## config.mk

```make
export PLATFORM = sky130hd
export DESIGN_NAME = plot_sequencer_flat
export DESIGN_NICKNAME = d
export VERILOG_FILES = /design/src/rtl/plot_sequencer_if.sv /design/src/rtl/plot_sequencer.sv /design/src/flat_wrapper.sv
export SDC_FILE = /design/constraint.sdc
export NUM_CORES = 1
export LEC_CHECK = 0
export CAP_MARGIN = 20
export CORE_MARGIN = 2
export CORE_UTILIZATION = 30
export DETAILED_ROUTE_END_ITERATION = 8
export GPL_TIMING_DRIVEN = 0
export PLACE_DENSITY = 0.67
export SLEW_MARGIN = 30
export SYNTH_ARGS = -nofsm -noshare
export SYNTH_HDL_FRONTEND = slang
export SYNTH_SLANG_ARGS = --single-unit
```

## constraint.sdc

```tcl
create_clock -name CLOCK_50 -period 2.4 [get_ports CLOCK_50]
set_input_delay 0.24 -clock CLOCK_50 [delete_from_list [all_inputs] [get_ports CLOCK_50]]
set_output_delay 0.24 -clock CLOCK_50 [all_outputs]
set_load 0.03 [all_outputs]
```

## src/rtl/plot_sequencer_if.sv

```systemverilog
// Pixel bus between the plot sequencer and a pixel sink (e.g. a VGA adapter).
// A pixel moves on any rising clock edge where plot and plot_ready are both 1.
interface plot_sequencer_if;
    logic [7:0] x;
    logic [6:0] y;
    logic [2:0] colour;
    logic       plot;
    logic       plot_ready;

    modport master (
        output x,
        output y,
        output colour,
        output plot,
        input  plot_ready
    );

    modport slave (
        input  x,
        input  y,
        input  colour,
        input  plot,
        output plot_ready
    );
endinterface

```

## src/rtl/plot_sequencer.sv

```systemverilog
// Plot sequencer: during a round it walks the enabled players in ascending
// index order and then one timer-bar slot, and repeats. Each slot presents
// one pixel on the pixel bus. timer_tick advances the timer bar. The round
// ends when a tick arrives with the bar already at TIMER_LEN.
module plot_sequencer #(
    parameter int                         NUM_PLAYERS  = 4,
    parameter logic [3*NUM_PLAYERS-1:0]   PALETTE      = {3'b110, 3'b100, 3'b010, 3'b001},
    parameter logic [2:0]                 TIMER_COLOUR = 3'b111,
    parameter logic [6:0]                 TIMER_ROW    = 7'd119,
    parameter logic [7:0]                 TIMER_LEN    = 8'd158
) (
    input  logic                         CLOCK_50,
    input  logic                         resetn,
    input  logic                         start,
    input  logic                         timer_tick,
    input  logic [15*NUM_PLAYERS-1:0]    p_pos,
    input  logic [NUM_PLAYERS-1:0]       p_en,
    plot_sequencer_if.master             bus,
    output logic                         running,
    output logic [7:0]                   timer_x,
    output logic                         done
);

    localparam int IDX_W = (NUM_PLAYERS > 1) ? $clog2(NUM_PLAYERS) : 1;

    typedef enum logic [1:0] {
        IDLE     = 2'd0,
        PLAYER   = 2'd1,
        TIMER    = 2'd2,
        FINISHED = 2'd3
    } state_t;

    state_t             state_reg, state_next;
    logic [IDX_W-1:0]   slot_reg, slot_next;
    logic [7:0]         x_reg, x_next;
    logic [6:0]         y_reg, y_next;
    logic [2:0]         colour_reg, colour_next;
    logic               plot_reg, plot_next;
    logic               running_reg, running_next;
    logic [7:0]         timer_reg, timer_next;
    logic               done_reg, done_next;

    // Per-player coordinates and colours, unpacked from the flat buses.
    logic [7:0]         pos_x  [NUM_PLAYERS];
    logic [6:0]         pos_y  [NUM_PLAYERS];
    logic [2:0]         pal    [NUM_PLAYERS];

    genvar gi;
    generate
        for (gi = 0; gi < NUM_PLAYERS; gi++) begin : g_unpack
            assign pos_x[gi] = p_pos[15*gi+14 : 15*gi+7];
            assign pos_y[gi] = p_pos[15*gi+6  : 15*gi];
            assign pal[gi]   = PALETTE[3*gi+2 : 3*gi];
        end
    endgenerate

    // Slot search results, taken from p_en as it is right now.
    logic               first_found;
    logic [IDX_W-1:0]   first_idx;
    logic               after_found;
    logic [IDX_W-1:0]   after_idx;

    // Find the lowest enabled player, and the lowest enabled one above the current slot.
    always_comb begin
        first_found = 1'b0;
        first_idx   = '0;
        after_found = 1'b0;
        after_idx   = '0;
        for (int i = NUM_PLAYERS - 1; i >= 0; i--) begin
            if (p_en[i]) begin
                first_found = 1'b1;
                first_idx   = IDX_W'(i);
            end
            if (p_en[i] && (i > int'(slot_reg))) begin
                after_found = 1'b1;
                after_idx   = IDX_W'(i);
            end
        end
    end

    // Round bookkeeping: start restarts everything and swallows a same-cycle tick.
    always_comb begin
        running_next = running_reg;
        timer_next   = timer_reg;
        done_next    = 1'b0;
        if (start) begin
            running_next = 1'b1;
            timer_next   = 8'd0;
        end else if (running_reg && timer_tick) begin
            if (timer_reg == TIMER_LEN) begin
                running_next = 1'b0;
                done_next    = 1'b1;
            end else begin
                timer_next = timer_reg + 8'd1;
            end
        end
    end

    // Slot FSM: picks the next slot on start or on a completed transfer and loads its pixel.
    always_comb begin
        logic             load_player;
        logic             load_timer;
        logic [IDX_W-1:0] load_idx;

        state_next  = state_reg;
        slot_next   = slot_reg;
        x_next      = x_reg;
        y_next      = y_reg;
        colour_next = colour_reg;
        plot_next   = plot_reg;
        load_player = 1'b0;
        load_timer  = 1'b0;
        load_idx    = first_idx;

        case (state_reg)
            IDLE, FINISHED: begin
                plot_next = 1'b0;
                if (start) begin
                    load_player = first_found;
                    load_timer  = !first_found;
                end
            end
            PLAYER, TIMER: begin
                if (start) begin
                    // Drop whatever is pending and begin again from the first slot.
                    load_player = first_found;
                    load_timer  = !first_found;
                end else if (bus.plot_ready) begin
                    if (!running_next) begin
                        // Last pixel of the round has just gone out.
                        state_next = FINISHED;
                        plot_next  = 1'b0;
                    end else if (state_reg == PLAYER) begin
                        load_player = after_found;
                        load_timer  = !after_found;
                        load_idx    = after_idx;
                    end else begin
                        load_player = first_found;
                        load_timer  = !first_found;
                    end
                end
            end
            default: begin
                state_next = IDLE;
                plot_next  = 1'b0;
            end
        endcase

        if (load_player) begin
            state_next  = PLAYER;
            slot_next   = load_idx;
            x_next      = pos_x[load_idx];
            y_next      = pos_y[load_idx];
            colour_next = pal[load_idx];
            plot_next   = 1'b1;
        end else if (load_timer) begin
            // Uses the post-tick value so a tick landing on this edge shows up.
            state_next  = TIMER;
            x_next      = timer_next;
            y_next      = TIMER_ROW;
            colour_next = TIMER_COLOUR;
            plot_next   = 1'b1;
        end
    end

    // State and output registers, cleared immediately by resetn.
    always_ff @(posedge CLOCK_50 or negedge resetn) begin
        if (!resetn) begin
            state_reg   <= IDLE;
            slot_reg    <= '0;
            x_reg       <= 8'd0;
            y_reg       <= 7'd0;
            colour_reg  <= 3'd0;
            plot_reg    <= 1'b0;
            running_reg <= 1'b0;
            timer_reg   <= 8'd0;
            done_reg    <= 1'b0;
        end else begin
            state_reg   <= state_next;
            slot_reg    <= slot_next;
            x_reg       <= x_next;
            y_reg       <= y_next;
            colour_reg  <= colour_next;
            plot_reg    <= plot_next;
            running_reg <= running_next;
            timer_reg   <= timer_next;
            done_reg    <= done_next;
        end
    end

    assign bus.x      = x_reg;
    assign bus.y      = y_reg;
    assign bus.colour = colour_reg;
    assign bus.plot   = plot_reg;
    assign running    = running_reg;
    assign timer_x    = timer_reg;
    assign done       = done_reg;

endmodule

```

## src/flat_wrapper.sv

```systemverilog
// flat-port wrapper written by rule: the top's interface ports become plain ports
module plot_sequencer_flat 
#(
    parameter int                         NUM_PLAYERS  = 4,
    parameter logic [3*NUM_PLAYERS-1:0]   PALETTE      = {3'b110, 3'b100, 3'b010, 3'b001},
    parameter logic [2:0]                 TIMER_COLOUR = 3'b111,
    parameter logic [6:0]                 TIMER_ROW    = 7'd119,
    parameter logic [7:0]                 TIMER_LEN    = 8'd158
)
  (CLOCK_50, resetn, start, timer_tick, p_pos, p_en, running, timer_x, done, bus_x, bus_y, bus_colour, bus_plot, bus_plot_ready);
  plot_sequencer_if bus_i ();
  input  logic CLOCK_50;
  input  logic resetn;
  input  logic start;
  input  logic timer_tick;
  input  logic [15*NUM_PLAYERS-1:0] p_pos;
  input  logic [NUM_PLAYERS-1:0] p_en;
  output logic running;
  output logic [7:0] timer_x;
  output logic done;
  output wire logic [$bits(bus_i.x)-1:0] bus_x;
  output wire logic [$bits(bus_i.y)-1:0] bus_y;
  output wire logic [$bits(bus_i.colour)-1:0] bus_colour;
  output wire logic [$bits(bus_i.plot)-1:0] bus_plot;
  input wire logic [$bits(bus_i.plot_ready)-1:0] bus_plot_ready;
  assign bus_x = bus_i.x;
  assign bus_y = bus_i.y;
  assign bus_colour = bus_i.colour;
  assign bus_plot = bus_i.plot;
  assign bus_i.plot_ready = bus_plot_ready;
  plot_sequencer #(.NUM_PLAYERS(NUM_PLAYERS), .PALETTE(PALETTE), .TIMER_COLOUR(TIMER_COLOUR), .TIMER_ROW(TIMER_ROW), .TIMER_LEN(TIMER_LEN)) u_core (.CLOCK_50(CLOCK_50), .resetn(resetn), .start(start), .timer_tick(timer_tick), .p_pos(p_pos), .p_en(p_en), .bus(bus_i), .running(running), .timer_x(timer_x), .done(done));
endmodule
```

Yosys cells after proc, flatten, opt, wreduce, memory -nomap -nowiden --
Cells that the tools add are included.
Word-level totals: bits in registers 33, input port bits 69, output and inout port bits 29, logic and storage cells 105
Operators by class: $add $sub $neg 1, $lt $le $gt $ge 4, equal/unequal tests 9, muxes and demuxes 67, bitwise logic cells 1, reduce and logical (&&, ||, !) cells 14
Operators with widths (count):
- 2-to-1 mux 8 bit | 7
- 2-to-1 mux 2 bit | 18
- 2-to-1 mux 1 bit | 28
- 2-to-1 mux 7 bit | 4
- binary-select mux 8 bit (select 2 bit) | 1
- binary-select mux 7 bit (select 2 bit) | 1
- 2-to-1 mux 3 bit | 4
- adder 8 x 1 -> 8 bit, second input constant | 1
- equality test 8 bit, second input constant | 1
- != test 4 x 2 -> 1 bit, second input constant | 2
- binary-select mux 3 bit (select 2 bit) | 1
- case mux 1 bit (2 select lines) | 3
- nonzero test 3 bit | 2
- equality test 2 bit, second input constant | 2
- > comparator 2 bit, first input constant | 2
- logical AND 1 bit | 4
- != test 4 bit, second input constant | 1
- AND reduction 4 bit | 1
- OR reduction 2 bit | 2
- >= comparator 3 bit, second input constant | 1
- != test 3 x 1 -> 1 bit, second input constant | 1
- != test 3 bit, second input constant | 1
- NOT 2 -> 3 bit | 1
- AND reduction 3 bit | 1
- 5 further kinds | 6

Depth between registers and ports, before layout --
Gate-level depths: netlist of run 1.
word-level depth 15, mapped depth 10, gate-level depth less buffers 9

Least setup slack after synthesis of run 1 --
Ideal clock, no wire load.
path type reg2reg, start point register u_core.timer_reg[0] (netlist: u_core.timer_x[0]), end point register u_core.y_reg[4] (netlist: u_core.bus.y[4]), setup time 0.123 ns, arrival time 2.430 ns, data required time 2.277 ns, slack -0.153 ns, stages on the path, launching flop included 9, buffers on the path 1, period minus slack after synthesis 2.553 ns, cell sequence dfrtp_1 > inv_1 > ha_1 > and4bb_1 > a311o_1 > mux2i_4 > buf_6 > mux2_2 > o221a_2
On the way: word-level cells in the longest chain between the ends 13, elaborated cells on any way between the ends 22, classes of those cells eq/ne: 1; mux: 19; bitwise: 1; reduce/logical: 1
RTL lines:
- start, declared | line plot_sequencer.sv:40 | logic [7:0] timer_reg, timer_next;
- start signal, assigned | line plot_sequencer.sv:186 | timer_reg <= timer_next;
- equality test 8 bit (*) | line plot_sequencer.sv:90 | if (timer_reg == TIMER_LEN) begin
- 2-to-1 mux 1 bit (*) | line plot_sequencer.sv:90
- 2-to-1 mux 1 bit (*) | line plot_sequencer.sv:89 | end else if (running_reg && timer_tick) begin
- 2-to-1 mux 1 bit (*) | line plot_sequencer.sv:86 | if (start) begin
- 2-to-1 mux 2 bit | line plot_sequencer.sv:129 | if (!running_next) begin
- 2-to-1 mux 2 bit | line plot_sequencer.sv:128 | end else if (bus.plot_ready) begin
- 2-to-1 mux 2 bit | line plot_sequencer.sv:124 | if (start) begin
- 2-to-1 mux 2 bit | line plot_sequencer.sv:115 | case (state_reg)
- NOT 2 -> 3 bit (not written as such) | line plot_sequencer.sv:153 | y_next = pos_y[load_idx];
- binary-select mux 7 bit (select 2 bit) | line plot_sequencer.sv:153
- 2-to-1 mux 7 bit (not written as such) (2 in series) | line plot_sequencer.sv:153
- 2-to-1 mux 7 bit | line plot_sequencer.sv:149 | if (load_player) begin
- end signal, assigned | line plot_sequencer.sv:182 | y_reg <= y_next;
- end, declared | line plot_sequencer.sv:36 | logic [6:0] y_reg, y_next;
Every way passes the cells marked *; elsewhere a longest branch is shown, timed or not. The select of a mux whose other input is x is not followed. A chain may end at the register's enable or synchronous reset.

Worst setup path after layout of run 1 --
start point register u_core.timer_reg[0] (netlist: u_core.timer_x[0]), end point register u_core.y_reg[5] (netlist: u_core.bus.y[5])
Same word-level chain as after synthesis.

==> results.cfg, run 1 <==
[outcome]
status = finished, final reports clean

[clock_tree]
root_buffer = clkbuf_8
cts_buffer_depth = 2
tritoncts = done
cts-buffers-inserted = 5
h-tree-depth = 2
clkLatencyLatePin_ns = 0.29
cts.sinks = 33
clk_pin_slew_worst_paths_ns = 0.07

[drt]
drt_iter0_drc = 67
vias = 2135
drt_pre_antenna_iters = 4
drc = 0
wl_mm = 6.657
avgViaCountPerCell = 4.942
wire_per_inst_microns = 15.41
ant_nets = 0

[worst_setup_path]
critPathCaptureType = register
reg2reg_slack_ns = 0.009
worstPathArrival_ns = 2.57
r2r_end = u_core.bus.y[5]
cp-startpoint = u_core.timer_x[0]
crit_path_start_kind = register
criticalPathCategory = register to register
endpoint = u_core.bus.y[5]
ff2ff_path_depth = 8
crit_required_ns = 2.58
cp_max_fo = 6
reg2reg_from = u_core.timer_x[0]

[final_layout]
layout-drive-gt1-share = 0.2312
final_common_cell = clkdlybuf4s50_1
diodes = 0
fillers = 687
nNetsFinal = 404
area_delta_synth_final_pct = 67.51
final_cell_mix = clkdlybuf4s50_1, dfrtp_1, nand2_1, nor2_1, a21oi_1
fin_util = 0.5098
final_area_sq_mm = 0.003638

[global_route]
grt_overflow = 0
grt_use_total = 0.1736
grt_pass1_vias = 2091
grt_start_max_net_pins = 28
grt_first_pass_wirelength_mm = 10.38
antenna_found_initial = 0

[logic_synthesis]
syn-num-nets = 291
netlist.area_leader.share = 0.3802
synth-warning-count = 0
synth_area_sq_mm = 0.002172
ys_ff_latch = 33
yosysUniqueCellTypes = 43
synth_top_family_by_area = compound AO/OA/AOI/OAI gates
synth_mux_area_frac = 0.1722
synth-async-reset-ratio = 1.000
yosysSeqAreaShare = 0.3802
synth_compound_area_frac = 0.1907
ys_top_cells_by_area = dfrtp_1, mux2i_1, mux2_2
synth_xor_area_frac = 0.02016
syn_avg_cell_area_sq_um = 9.918
synth_fa_ha_area_frac = 0.01728
synth_top_area_cell = dfrtp_1
synth-edff-count = 0
synthSimpleGateAreaFrac = 0.1653
netlist_instances = 219
synthFlopType = dfrtp_1

[timing]
rsz0062_at_grt = true
post-route-period-util = 0.9964
maxSlewViolCount = 0
relSlewSlack = 0.6924
fin_worst_skew_ns = 0.003727
max_freq_mhz = 418.2
worst_slew_pin_slew_ns = 0.4613
fin_setup_tns_ns = 0
finalWorstSetupSlack_ns = 0.008642
setup_viol_count_final = 0
min_period_ns = 2.391
hold_viol = 0

[place]
placed_area_sq_mm = 0.003274
place_congestion = 0.7973
port_buffers = 96
dpl.hpwl_mm = 5.001
place_ws_ns = -0.2931

[floorplan]
core_area_sq_mm = 0.007137
die_y_microns = 89.09
fp.dieW_microns = 89.09
initial_utilization = 0.3043
die_area_sq_mm = 0.007937
io_pins = 98
rows = 31

[worst_hold_path]
hold_class = input pin to asynchronous set/reset pin

[power]
leakage_nw = 1.481
powerDensity_mw_per_mm2 = 570.1
power_w = 0.002074
ir_drop_uv = 213.7

[job]
cap_viol_max_count = 0
==> synthesized netlist by cell type, types with 2 or more instances <==
| library cell | number |
|---|---|
| a21oi_1 | 15 |
| ha_1 | 3 |
| a211oi_1 | 3 |
| dfrtp_1 | 33 |
| nor3b_1 | 2 |
| xnor2_1 | 4 |
| and2_1 | 2 |
| clkbuf_1 | 5 |
| buf_6 | 4 |
| o21a_1 | 2 |
| nand3_1 | 3 |
| mux2_2 | 13 |
| a21boi_0 | 2 |
| mux2i_1 | 19 |
| o22ai_1 | 2 |
| nor3_1 | 2 |
| nor2b_1 | 2 |
| o221ai_2 | 8 |
| nand2b_1 | 5 |
| o21ai_0 | 5 |
| nor2_1 | 23 |
| nand4_1 | 2 |
| o221a_2 | 7 |
| nand2_1 | 29 |
| inv_1 | 6 |
==> how the worst min path moves through the flow <==
stage | startpoint | end | cells after the start
after floorplan | resetn | u_core.bus.colour[0] | 0
after CTS | start | u_core.state_reg[0] | 3
after detailed placement | resetn | u_core.bus.plot | 1
final | resetn | u_core.bus.plot | 2
after global routing | resetn | u_core.bus.plot | 2
after global placement | u_core.state_reg[1] | u_core.state_reg[1] | 2
==> per-layer routing <==
| layer | up-vias | part of all wire | track usage |
|---|---|---|---|
| met3 | 14 | 0.072 | 0.05448 |
| li1 | 1018 | - | - |
| met5 | - | 0 | 0 |
| met4 | 0 | 0.021 | 0.06242 |
| met2 | 87 | 0.48 | 0.2855 |
| met1 | 1016 | 0.42 | 0.2144 |
==> cell families (layout without fill, tap and decap cells) <==
family	Yosys count	count (layout)
AO/OA/AOI/OAI	50	50
buffers and inverters	18	132
flip-flops	33	33
AND/OR/NAND/NOR	76	76
multiplexers	34	34
adder cells (fa/ha/maj)	3	3
XOR/XNOR	5	5
==> critical path, cell delays in order (launching register included) <==
cell,delay (ns)
dfrtp_2,0.41
inv_2,0.07
ha_4,0.12
and4bb_2,0.26
a311o_1,0.31
mux2i_4,0.38
buf_6,0.21
mux2_4,0.32
o221a_4,0.21
==> power breakdown <==
part,switching [W],internal (W)
logic,0.000461,0.000495
clock network,0.000213,0.000201
registers,0.0000613,0.000642
==> what timing repair did <==
item | in CTS | in global routing
hold endpoints to repair | 6 | 0
pin swaps | 3 | 6
setup buffers | 6 | 1
hold buffers | 1 | 0
endpoints found under the setup margin | 19 | 16
cloned | 2 | 1
gates resized for setup | 20 | 20
==> cell type report <==
type                    instances  area, sq um  share of cell area
plain buffers                  10        96.34             0.02648
clock inverters                 2        10.01            0.002751
flip-flops and latches         33        828.3              0.2276
well taps                      99        123.9             0.03404
repair buffers                108         1106              0.3040
multi-input cells             168         1379              0.3790
clock buffers                   6        72.57             0.01994
inverters                       6        22.52            0.006190
==> per-stage QoR <==
stage,cells,hold WS [ns]
floorplan,219,-0.05559
global placement,414,0.4734
detailed placement,415,0.09785
CTS,431,0.3247
global route,432,0.3492
finish,432,0.3249
No activity file was read; power rests on OpenSTA's default activity.
==> inputs of run 2 (changes only) <==
--- a/config.mk
+++ b/config.mk
@@ -6,6 +6,7 @@
 export NUM_CORES = 1
 export LEC_CHECK = 0
 export CAP_MARGIN = 20
+export CORE_ASPECT_RATIO = 0.8
 export CORE_MARGIN = 2
 export CORE_UTILIZATION = 30
 export DETAILED_ROUTE_END_ITERATION = 8
==> run 2 against run 1 <==
- non-clock buffer count did not move
- count of clock-buffer cells in the layout rose by 1
- utilization up 2.2 points
- worst setup slack worse by 0.0083 ns
==> results.cfg, run 2 (same netlist as run 1, synthesis figures left out) <==
[global_route]
grt_overflow = 0
antenna_found_initial = 0
grt_pass1_vias = 2158
grt_first_pass_wirelength_mm = 10.94
grt_start_max_net_pins = 19
grt_use_total = 0.1771

[worst_setup_path]
cp_cell_sequence = inv_2 > ha_4 > nand2b_4 > a311o_2 > mux2i_4 > buf_8 > mux2_4 > o221a_4
critPathCaptureType = register
endpoint = u_core.bus.y[4]
criticalPathCategory = register to register
slowest_stage = a311o_2
reg2reg_slack_ns = 0.0004
ff2ff_path_depth = 8
worstPathArrival_ns = 2.57
crit_family = multiplexers
crit_required_ns = 2.57
cp_max_fo = 6
r2r_end = u_core.bus.y[4]
crit_path_start_kind = register
critPathBufInv = 2
reg2reg_from = u_core.state_reg[1]
cp-startpoint = u_core.state_reg[1]
max_stage_delay_ns = 0.41
path_depth = 8

[final_layout]
fin_util = 0.5322
nNetsFinal = 404
multi_input_area_sq_mm = 0.001398
final_common_cell = clkdlybuf4s50_1
final_cell_mix = clkdlybuf4s50_1, dfrtp_1, nand2_1, nor2_1, a21oi_1
layout-drive-gt1-share = 0.2523
fillers = 610
area_delta_synth_final_pct = 70.51
final_cells = 420
ff_latch_area_sq_um = 828.3
final_area_sq_mm = 0.003704
diodes = 0

[clock_tree]
cts_buffer_depth = 2
clkLatencyLatePin_ns = 0.29
root_buffer = clkbuf_8
cts.sinks = 33
h-tree-depth = 2
cts-buffers-inserted = 5
clk_pin_slew_worst_paths_ns = 0.07
tritoncts = done

[power]
ir_drop_uv = 249.7
leakage_nw = 1.503
powerDensity_mw_per_mm2 = 600.4

[worst_hold_path]
hold_class = input pin to register

[drt]
ant_nets = 0
drt_pre_antenna_iters = 4
avgViaCountPerCell = 5.014
drt_iter0_drc = 131
vias = 2106
drc = 0
wl_mm = 7.079
wire_per_inst_microns = 16.85

[place]
placed_area_sq_mm = 0.003267
place_congestion = 0.8431
port_buffers = 96
place_ws_ns = -0.3133
dpl.hpwl_mm = 5.172
placed_cells = 403

[floorplan]
die_area_sq_mm = 0.007941
fp.dieW_microns = 99.14
io_pins = 98
die_y_microns = 80.11
rows = 27
initial_utilization = 0.3121
core_area_sq_mm = 0.006959

[timing]
hold_viol = 0
maxSlewViolCount = 0
finalWorstSetupSlack_ns = 0.0003531
fin_worst_skew_ns = 0.007125
relSlewSlack = 0.6644
setup_viol_count_final = 0
worst_slew_pin_slew_ns = 0.5034
max_freq_mhz = 416.7
post-route-period-util = 0.9999
rsz0062_at_grt = true
min_period_ns = 2.400

[job]
cap_viol_max_count = 0

[outcome]
status = finished, final reports clean
==> run 2: area by class of cell <==
class                      count  area share
buffer                        11     0.03243
clock buffer                   7     0.02331
clock inverter                 1    0.008108
inverter                       6    0.006081
multi-input combinational    168      0.3774
sequential                    33      0.2236
tap                           87     0.02939
timing repair buffer         107      0.2997
==> run 2: repair_timing <==
item / in CTS / in global routing
gates cloned: 2 / 1
endpoints found under the setup margin: 19 / 16
gates resized for setup: 22 / 31
pin swaps: 3 / 2
hold buffers: 1 / 0
setup buffers: 6 / 0
endpoints found under the hold margin: 15 / 0
==> run 2: worst min-delay path by stage <==
stage / startpoint / to / slack [ns] / cells after the start
2_1_floorplan: resetn / u_core.bus.colour[0] / -0.06 / 0
3_3_place_gp: u_core.state_reg[1] / u_core.state_reg[1] / 0.47 / 2
3_5_place_dp: resetn / u_core.state_reg[1] / 0.20 / 1
4_1_cts: start / u_core.state_reg[0] / 0.35 / 3
5_1_grt: start / u_core.state_reg[0] / 0.39 / 3
6_report: start / u_core.state_reg[0] / 0.36 / 3
==> run 2: where the power goes <==
part           internal, W  switching, W  leakage [nW]
sequential        0.000642     0.0000606         0.394
combinational     0.000505      0.000471          1.05
clock             0.000338      0.000206        0.0585
total              0.00149      0.000738          1.50
==> run 2: layer usage <==
metal,part of all wire,routed length (microns),global-route usage
met1,0.45,3164,0.2332
met2,0.48,3420,0.2926
met3,0.058,410,0.03655
met4,0.012,84,0.05616
met5,0,0,0
==> run 2: worst min-delay path: stages <==
cell and delay (ns):
clkbuf_1 0.16, nand2_1 0.13, nand2_1 0.07
==> run 2: per-stage QoR <==
step	power (W)	setup TNS, ns	hold WS (ns)
2_1_floorplan	0.001188	0	-0.05559
3_3_place_gp	0.001544	-2.565	0.4693
3_5_place_dp	0.001560	-3.281	0.2049
4_1_cts	0.002179	-0.1980	0.3482
5_1_grt	0.002335	-0.6676	0.3865
6_report	0.002224	0	0.3604
